**src/rtl/seg_scan_engine.sv**
```systemverilog
// Multiplexed 7-segment scan engine with double-buffered glyph memory, blink and PWM dimming.
// Optional lamp test is compiled in with `define SEG_LAMP_TEST_EN.
module seg_scan_engine #(
  parameter int unsigned NUM_DIGITS       = 8,
  parameter int unsigned DIGITS_PER_GROUP = 4,
  parameter int unsigned SCAN_DIV         = 8192,
  parameter int unsigned BLINK_FRAMES     = 64,
  parameter bit          CS_ACTIVE_LOW    = 1'b0,
  parameter bit          SEG_ACTIVE_LOW   = 1'b0,
  localparam int unsigned NUM_GROUPS      = NUM_DIGITS / DIGITS_PER_GROUP,
  localparam int unsigned AW              = (NUM_DIGITS > 1) ? $clog2(NUM_DIGITS) : 1
) (
  input  logic                    clk,
  input  logic                    rst_n,
  input  logic                    wr_en,
  input  logic [AW-1:0]           wr_addr,
  input  logic                    wr_raw,
  input  logic [7:0]              wr_data,
  input  logic                    commit,
  input  logic [NUM_DIGITS-1:0]   blink_mask,
  input  logic [2:0]              brightness,
  input  logic                    lamp_test,
  output logic                    commit_pending,
  output logic                    frame_start,
  output logic [NUM_DIGITS-1:0]   seg_cs,
  output logic [8*NUM_GROUPS-1:0] seg_data
);

  localparam int unsigned SUB_DIV = SCAN_DIV / 8;
  localparam int unsigned SW      = (SUB_DIV > 1) ? $clog2(SUB_DIV) : 1;
  localparam int unsigned FW      = (BLINK_FRAMES > 1) ? $clog2(BLINK_FRAMES) : 1;
  localparam int unsigned DW      = 8 * NUM_GROUPS;

  localparam logic [NUM_DIGITS-1:0] CS_INACTIVE  = {NUM_DIGITS{CS_ACTIVE_LOW}};
  localparam logic [DW-1:0]         SEG_INACTIVE = {DW{SEG_ACTIVE_LOW}};

  // Active-high {g,f,e,d,c,b,a} pattern for a hex nibble
  function automatic logic [6:0] hex_glyph(input logic [3:0] nib);
    logic [6:0] g;
    case (nib)
      4'h0: g = 7'h3F;
      4'h1: g = 7'h06;
      4'h2: g = 7'h5B;
      4'h3: g = 7'h4F;
      4'h4: g = 7'h66;
      4'h5: g = 7'h6D;
      4'h6: g = 7'h7D;
      4'h7: g = 7'h07;
      4'h8: g = 7'h7F;
      4'h9: g = 7'h6F;
      4'hA: g = 7'h77;
      4'hB: g = 7'h7C;
      4'hC: g = 7'h39;
      4'hD: g = 7'h5E;
      4'hE: g = 7'h79;
      default: g = 7'h71;
    endcase
    return g;
  endfunction

  // slot_cnt is held split as {pwm phase, sub-slot count} so the PWM phase needs no divider
  logic [SW-1:0]         sub_cnt_q, sub_cnt_d;
  logic [2:0]            phase_q, phase_d;
  logic [AW-1:0]         digit_idx_q, digit_idx_d;
  logic [FW-1:0]         frame_cnt_q, frame_cnt_d;
  logic                  blink_phase_q, blink_phase_d;
  logic                  commit_pending_q, commit_pending_d;
  logic                  frame_wrap_q, frame_wrap_d;
  logic                  frame_start_q, frame_start_d;
  logic [7:0]            shadow_q [NUM_DIGITS];
  logic [7:0]            shadow_d [NUM_DIGITS];
  logic [7:0]            active_q [NUM_DIGITS];
  logic [7:0]            active_d [NUM_DIGITS];
  logic [NUM_DIGITS-1:0] seg_cs_q, seg_cs_d;
  logic [DW-1:0]         seg_data_q, seg_data_d;

  logic                  sub_end, slot_end, digit_end, frame_end, blink_end, do_copy;
  logic [7:0]            wr_glyph;
  logic [7:0]            glyph, seg_val;
  logic                  lit;
  logic [NUM_DIGITS-1:0] cs_raw;
  logic [DW-1:0]         data_raw;

  // State registers
  always_ff @(posedge clk or negedge rst_n) begin
    if (!rst_n) begin
      sub_cnt_q        <= '0;
      phase_q          <= '0;
      digit_idx_q      <= '0;
      frame_cnt_q      <= '0;
      blink_phase_q    <= 1'b0;
      commit_pending_q <= 1'b0;
      frame_wrap_q     <= 1'b0;
      frame_start_q    <= 1'b0;
      shadow_q         <= '{default: '0};
      active_q         <= '{default: '0};
      seg_cs_q         <= CS_INACTIVE;
      seg_data_q       <= SEG_INACTIVE;
    end else begin
      sub_cnt_q        <= sub_cnt_d;
      phase_q          <= phase_d;
      digit_idx_q      <= digit_idx_d;
      frame_cnt_q      <= frame_cnt_d;
      blink_phase_q    <= blink_phase_d;
      commit_pending_q <= commit_pending_d;
      frame_wrap_q     <= frame_wrap_d;
      frame_start_q    <= frame_start_d;
      shadow_q         <= shadow_d;
      active_q         <= active_d;
      seg_cs_q         <= seg_cs_d;
      seg_data_q       <= seg_data_d;
    end
  end

  // Scan counters, buffer writes and frame-boundary commit
  always_comb begin
    sub_cnt_d        = sub_cnt_q;
    phase_d          = phase_q;
    digit_idx_d      = digit_idx_q;
    frame_cnt_d      = frame_cnt_q;
    blink_phase_d    = blink_phase_q;
    commit_pending_d = commit_pending_q;
    shadow_d         = shadow_q;
    active_d         = active_q;

    sub_end   = (32'(sub_cnt_q) == SUB_DIV - 1);
    slot_end  = sub_end && (phase_q == 3'd7);
    digit_end = (digit_idx_q == AW'(NUM_DIGITS - 1));
    frame_end = slot_end && digit_end;
    blink_end = (frame_cnt_q == FW'(BLINK_FRAMES - 1));
    do_copy   = frame_end && (commit_pending_q || commit);

    frame_wrap_d = frame_end;

    if (sub_end) begin
      sub_cnt_d = '0;
      phase_d   = phase_q + 3'd1;
    end else begin
      sub_cnt_d = sub_cnt_q + SW'(1);
    end

    if (slot_end) begin
      digit_idx_d = digit_end ? '0 : digit_idx_q + AW'(1);
    end

    if (frame_end) begin
      if (blink_end) begin
        frame_cnt_d   = '0;
        blink_phase_d = ~blink_phase_q;
      end else begin
        frame_cnt_d = frame_cnt_q + FW'(1);
      end
    end

    // Copy samples shadow_q, so a same-cycle write lands only in the shadow
    if (do_copy) begin
      active_d         = shadow_q;
      commit_pending_d = 1'b0;
    end else if (commit) begin
      commit_pending_d = 1'b1;
    end

    wr_glyph = wr_raw ? wr_data : {wr_data[7], hex_glyph(wr_data[3:0])};
    if (wr_en && (32'(wr_addr) < NUM_DIGITS)) begin
      shadow_d[wr_addr] = wr_glyph;
    end
  end

  // Registered display outputs, one cycle behind the scan counters
  always_comb begin
    glyph   = active_q[digit_idx_q];
    lit     = (phase_q <= brightness);
    seg_val = (blink_phase_q && blink_mask[digit_idx_q]) ? 8'h00 : glyph;
`ifdef SEG_LAMP_TEST_EN
    if (lamp_test) begin
      lit     = 1'b1;
      seg_val = 8'hFF;
    end
`endif
    cs_raw   = '0;
    data_raw = '0;
    if (lit) begin
      for (int unsigned i = 0; i < NUM_DIGITS; i++) begin
        if (digit_idx_q == AW'(i)) begin
          cs_raw[i]                                 = 1'b1;
          data_raw[8*(i/DIGITS_PER_GROUP) +: 8]     = seg_val;
        end
      end
    end
    seg_cs_d      = cs_raw ^ CS_INACTIVE;
    seg_data_d    = data_raw ^ SEG_INACTIVE;
    frame_start_d = frame_wrap_q;
  end

`ifndef SEG_LAMP_TEST_EN
  logic unused_lamp_test;
  assign unused_lamp_test = lamp_test;
`endif

  assign commit_pending = commit_pending_q;
  assign frame_start    = frame_start_q;
  assign seg_cs         = seg_cs_q;
  assign seg_data       = seg_data_q;

endmodule

```
**config.mk**
```make
export PLATFORM = sky130hd
export DESIGN_NAME = seg_scan_engine
export DESIGN_NICKNAME = d
export VERILOG_FILES = /design/src/rtl/seg_scan_engine.sv
export SDC_FILE = /design/constraint.sdc
export NUM_CORES = 1
export LEC_CHECK = 0
export CORE_MARGIN = 4
export CORE_UTILIZATION = 52
export CTS_BUF_LIST = sky130_fd_sc_hd__clkbuf_16
export CTS_CLUSTER_DIAMETER = 200
export DETAILED_ROUTE_END_ITERATION = 8
export GPL_ROUTABILITY_DRIVEN = 0
export MAX_ROUTING_LAYER = met4
export PLACE_DENSITY = 0.72
export SYNTH_ARGS = -nofsm -noshare
export SYNTH_HDL_FRONTEND = slang
export SYNTH_SLANG_ARGS = --single-unit
```
**constraint.sdc**
```tcl
create_clock -name clk -period 3.2 [get_ports clk]
set_input_delay 0.48 -clock clk [delete_from_list [all_inputs] [get_ports clk]]
set_output_delay 0.48 -clock clk [all_outputs]
set_load 0.01 [all_outputs]
```
==> results of run 1 <==
==> stage by stage <==
stage / instances / instance area [µm²] / hold WS, ns / worst slack (ns)
final: 857 / 8950 / 0.142 / 0.811
after global routing: 857 / 8950 / 0.215 / 0.530
after CTS: 857 / 8950 / 0.161 / 0.758
after detailed placement: 825 / 8350 / 0.351 / 0.540
after global placement: 825 / 8350 / 0.339 / 0.620
after floorplan: 601 / 7630 / 0.184 / 0.953
==> kinds of logic after synthesis <==
family,after synthesis,synth area share
adder cells (fa/ha/maj),20,0.0328
multiplexers,105,0.178
AND/OR/NAND/NOR,163,0.103
flip-flops,178,0.584
XOR/XNOR,12,0.0138
buffers and inverters,36,0.0248
AO/OA/AOI/OAI,87,0.0635
==> area by class of cell <==
type	instances	area share
Sequential cell	178	0.498
Multi-Input combinational cell	387	0.334
Timing Repair Buffer	63	0.0703
Clock buffer	17	0.0475
Tap cell	184	0.0257
Clock inverter	15	0.0197
Inverter	13	0.00545
==> path summary, 6_finish.rpt <==
kind                                     start           end  depth (start not counted)
worst min-delay path                     rst_n  active_q[35]                          1
max in group asynchronous                rst_n  shadow_q[57]                          2
worst max register to register  digit_idx_q[0]   seg_data[4]                          7
min in group clk                 frame_start_d   frame_start                          0
worst max-delay path            digit_idx_q[0]   seg_data[4]                          7
worst min register to register   frame_start_d   frame_start                          0
==> cell usage in the layout, fill, tap and decap left out, types with 4 or more instances in the layout <==
cell             synthesis  routed
dfrtp_1                178     178
inv_1                   12      16
and3_1                   8       8
xnor2_1                  8       8
o21ai_0                 47      47
mux4_2                  17      17
nor3_1                  22      22
clkbuf_16                0      17
mux2_2                  19      19
a21oi_1                 23      23
nand2_1                 63      63
clkdlybuf4s50_1          0      51
nor2b_1                  5       5
buf_4                    1       9
bufinv_16                0       4
mux2_1                  57      57
nor2_1                  32      32
xor2_1                   4       4
mux2i_1                 12      12
and2_1                   5       5
nand3_1                 10      10
nand4_1                  5       5
ha_1                    20      20
==> flip-flops by register name (all words and copies together), names as in the netlist <==
| register | flops |
|---|---|
| digit_idx_q | 3 |
| seg_data | 16 |
| frame_start | 1 |
| frame_start_d | 1 |
| commit_pending | 1 |
| phase_q | 3 |
| seg_cs | 8 |
| sub_cnt_q | 10 |
| frame_cnt_q | 6 |
| blink_phase_q | 1 |
| shadow_q | 64 |
| active_q | 64 |
==> worst max-delay path, cell delays in order (launching register included) <==
cell     delay [ns]
dfrtp_1        0.34
buf_4          0.41
inv_1          0.15
ha_1           0.26
nor3_1         0.26
nor2_1         0.06
o22ai_1        0.60
nor3_1         0.12
==> power groups by stage <==
stage | combinational (mW) | sequential, mW | clock (mW)
final | 0.319 | 2.51 | 2.10
after global routing | 0.373 | 2.53 | 2.23
after CTS | 0.323 | 2.51 | 2.13
after detailed placement | 0.320 | 2.55 | 0
after global placement | 0.301 | 2.53 | 0
after floorplan | 0.181 | 2.52 | 0
==> layer usage <==
layer,global-route usage,up-vias,routed length (µm),part of all wire
met4,0.0649,0,244,0.016
met5,-,-,0,0
met1,0.276,2430,7180,0.47
met3,0.0383,20,512,0.033
met2,0.325,91,7400,0.48
li1,-,2255,-,-
==> impl_metrics.yaml, run 1 <==
worst_hold_path:
  hp-class: "input pin to asynchronous set/reset pin"
synthesis:
  yosysMostFrequentCell: "dfrtp_1"
  ys_seq_area_frac: 0.584
  ys.flop_type: "dfrtp_1"
  synth_top_area_cell: "dfrtp_1"
  synth_warnings: 0
  syn_nets: 649
  ys_seq_elements: 178
  synth_edf_count: 0
  async_flop_share: 1.00
  synth_area_leaders: "dfrtp_1, mux2_1, mux4_2"
  synth_common_cells: "dfrtp_1, nand2_1, mux2_1, o21ai_0, nor2_1"
  syn_inst: 601
  yosysUniqueCellTypes: 46
  synth_top_area_frac: 0.584
  avgSynthCellArea_um2: 12.7
  syn_area_um2: 7630
cells_and_area:
  final_nets: 708
  fin_util: 0.618
  diodes: 0
  drive_gt1_frac: 0.123
  multi_input_area_um2: 2990
  syn2layout_area_growth_pct: 17.3
  seqCellArea_um2: 4450
  fillCellCount: 1103
global_routing:
  track_usage: 0.207
  antenna_found_initial: 0
  grt_pass1_wl_um: 26000
  grt_pass1_vias: 5017
  grt_max_degree: 92
  grt-ovfl-total: 0
run_status:
  outcome: "finished clean"
clock_network:
  clock_sinks: 178
  clk_pin_slew_ns: 0.06
  post-cts-setup-buffers: 0
  cts_root_buffer: "clkbuf_16"
  numCtsBuffers: 17
  hold_buffers: 0
  cts-resized-gates: 0
  clock_latency_ns: 0.42
  htreeDepth: 4
  cts_tree: "done"
  cts_buffer_depth: 2
floorplan:
  die_x_um: 129
  start_util: 0.527
  dieArea_um2: 16700
  rows: 44
  die_h_um: 129
  io_pins: 54
  fp.coreArea_um2: 14500
critical_path:
  required_ns: 3.45
  crit_fanout: 22
  start_kind: "flop"
  reg2reg_slack_ns: 0.81
  crit_arrival_ns: 2.64
  path_class: "flop to flop"
  worst_setup_path_end_kind: "flop"
timing:
  fin_worst_skew_ns: 0.00631
  maxSlewViolCount: 0
  max-slew-margin-rel: 0.306
  fmax_mhz: 419
  fin_setup_tns_ns: 0
  setup_viol: 0
  hold_viol_final: 0
  worst_pin_slew_ns: 1.04
  fin_crit_ns: 2.39
  rsz0062_at_grt: "no"
  period_share: 0.746
pwr:
  pwr-share-comb: 0.065
  p_sw_mw: 1.09
  p_sw_frac: 0.222
  total_power_mw: 4.93
  p_leak_nw: 4.29
  powerDensity_nw_per_um2: 551
  ir_worst_vdd_v: 0.000542
  clkPwrFrac: 0.427
  intPower_mw: 3.84
  seqPwrFrac: 0.509
flow_run:
  drv_cap: 0
drt:
  first_iter_violations: 310
  wl_per_cell_um: 17.9
  drtAntennaViolNets: 0
  num_vias: 4796
  drtPass1Iterations: 4
  vias_per_cell: 5.60
  drcViolationCount: 0
  drt-total-wl_um: 15300
placed_design:
  hpwl_um: 10300
  io_buffer_count: 52
(Power assumes the default switching activity.)
==> run 2, diff against run 1 <==
==> constraint.sdc (replaced) <==
create_clock -name clk -period 2.44 [get_ports clk]
set_input_delay 0.366 -clock clk [delete_from_list [all_inputs] [get_ports clk]]
set_output_delay 0.366 -clock clk [all_outputs]
set_load 0.01 [all_outputs]
==> impl_metrics.yaml, run 2 (synthesis results as in run 1) <==
timing:
  max-slew-margin-rel: 0.304
  fin_setup_tns_ns: 0
  maxSlewViolCount: 0
  worst_pin_slew_ns: 1.04
  setup_viol: 0
  fin_crit_ns: 2.19
  rsz0062_at_grt: "no"
  fmax_mhz: 457
  fin_worst_skew_ns: 0.00815
  hold_viol_final: 0
  period_share: 0.897
cells_and_area:
  layout_commonest_cell: "dfrtp_1"
  layout_common_cells: "dfrtp_1, nand2_1, mux2_1, clkdlybuf4s50_1, o21ai_0"
  fillCellCount: 1118
  fin_util: 0.617
  drive_gt1_frac: 0.132
  syn2layout_area_growth_pct: 17.0
  final_area_um2: 8930
  diodes: 0
  final_cells: 867
  final_nets: 720
critical_path:
  path_class: "flop to flop"
  worst_setup_path_end_kind: "flop"
  crit_fanout: 21
  start_kind: "flop"
  r2r-start: "digit_idx_q[1]"
  reg2reg_slack_ns: 0.25
  crit_arrival_ns: 2.45
  required_ns: 2.70
  r2r_cells: 7
  r2r_end: "seg_data[8]"
floorplan:
  fp.coreArea_um2: 14500
  rows: 44
  io_pins: 54
  dieArea_um2: 16700
  die_x_um: 129
  start_util: 0.527
  die_h_um: 129
global_routing:
  grt_pass1_wl_um: 25200
  grt_pass1_vias: 4879
  track_usage: 0.203
  grt-ovfl-total: 0
  antenna_found_initial: 0
  grt_max_degree: 68
clock_network:
  cts-resized-gates: 0
  numCtsBuffers: 17
  clock_sinks: 178
  cts_buffer_depth: 2
  post-cts-setup-buffers: 0
  clk_pin_slew_ns: 0.06
  hold_buffers: 1
  clock_latency_ns: 0.42
  cts_tree: "done"
  cts_root_buffer: "clkbuf_16"
  htreeDepth: 4
pwr:
  powerDensity_nw_per_um2: 672
  ir_worst_vdd_v: 0.000586
  total_power_mw: 6.00
  p_leak_nw: 4.30
drt:
  num_vias: 4788
  drtAntennaViolNets: 0
  drt-total-wl_um: 15100
  drtPass1Iterations: 4
  drcViolationCount: 0
  first_iter_violations: 310
  wl_per_cell_um: 17.4
  vias_per_cell: 5.52
worst_hold_path:
  hp-class: "flop to flop"
  hp-start: "frame_start_d"
  min_path_cells: 0
  hold_path_end: "frame_start"
placed_design:
  place_inst: 836
  post_dp_cell_area_um2: 8430
  hpwl_um: 10500
  io_buffer_count: 52
run_status:
  outcome: "finished clean"
flow_run:
  drv_cap: 0
run 2: changes by cell type in the layout (fill, tap and decap cells not counted), sizes merged:
cell and change:
bufinv -4, buf +11, clkinv +1, inv +1, dlygate4sd3 +1
run 2: worst max-delay path, stage by stage, from the launching register on:
cell     delay [ns]
dfrtp_1        0.35
buf_4          0.33
inv_1          0.13
ha_1           0.22
nor3_1         0.23
nor2_1         0.07
o22ai_1        0.56
nor3_1         0.12
run 2: how the worst max path moves through the flow:
stage	depth (start not counted)	end	slack, ns	startpoint
finish	7	seg_data[8]	0.25	digit_idx_q[1]
global route	7	seg_data[1]	0.04	digit_idx_q[0]
CTS	7	seg_data[8]	0.24	digit_idx_q[1]
detailed placement	7	shadow_q[37]	0.004	wr_data[0]
global placement	7	shadow_q[37]	0.06	wr_data[0]
floorplan	6	active_q[18]	0.19	digit_idx_q[0]
run 2: area by class of cell:
| cell class | count | area, µm² | area share |
|---|---|---|---|
| Clock inverter | 13 | 60.1 | 0.00673 |
| Sequential cell | 178 | 4450 | 0.499 |
| Timing Repair Buffer | 75 | 722 | 0.0809 |
| Clock buffer | 17 | 425 | 0.0476 |
| Multi-Input combinational cell | 387 | 2990 | 0.335 |
| Tap cell | 184 | 230 | 0.0258 |
| Inverter | 13 | 48.8 | 0.00547 |
run 2: power by group:
part	leakage, nW	switching (mW)	internal [mW]
combinational	1.70	0.245	0.178
clock	0.253	1.03	1.25
sequential	2.34	0.114	3.18
total	4.30	1.39	4.60
run 2: layer usage:
metal	GRT usage	up-vias	part of all wire
li1	-	2275	-
met2	0.306	114	0.48
met5	-	-	0
met1	0.273	2372	0.45
met3	0.0458	27	0.049
met4	0.0754	0	0.023
run 2: metrics by stage:
stage	hold WS (ns)	setup slack (ns)
after global routing	0.366	0.0381
after detailed placement	0.348	0.00441
after global placement	0.337	0.0600
after floorplan	0.0704	0.193
after CTS	0.362	0.238
final	0.359	0.251
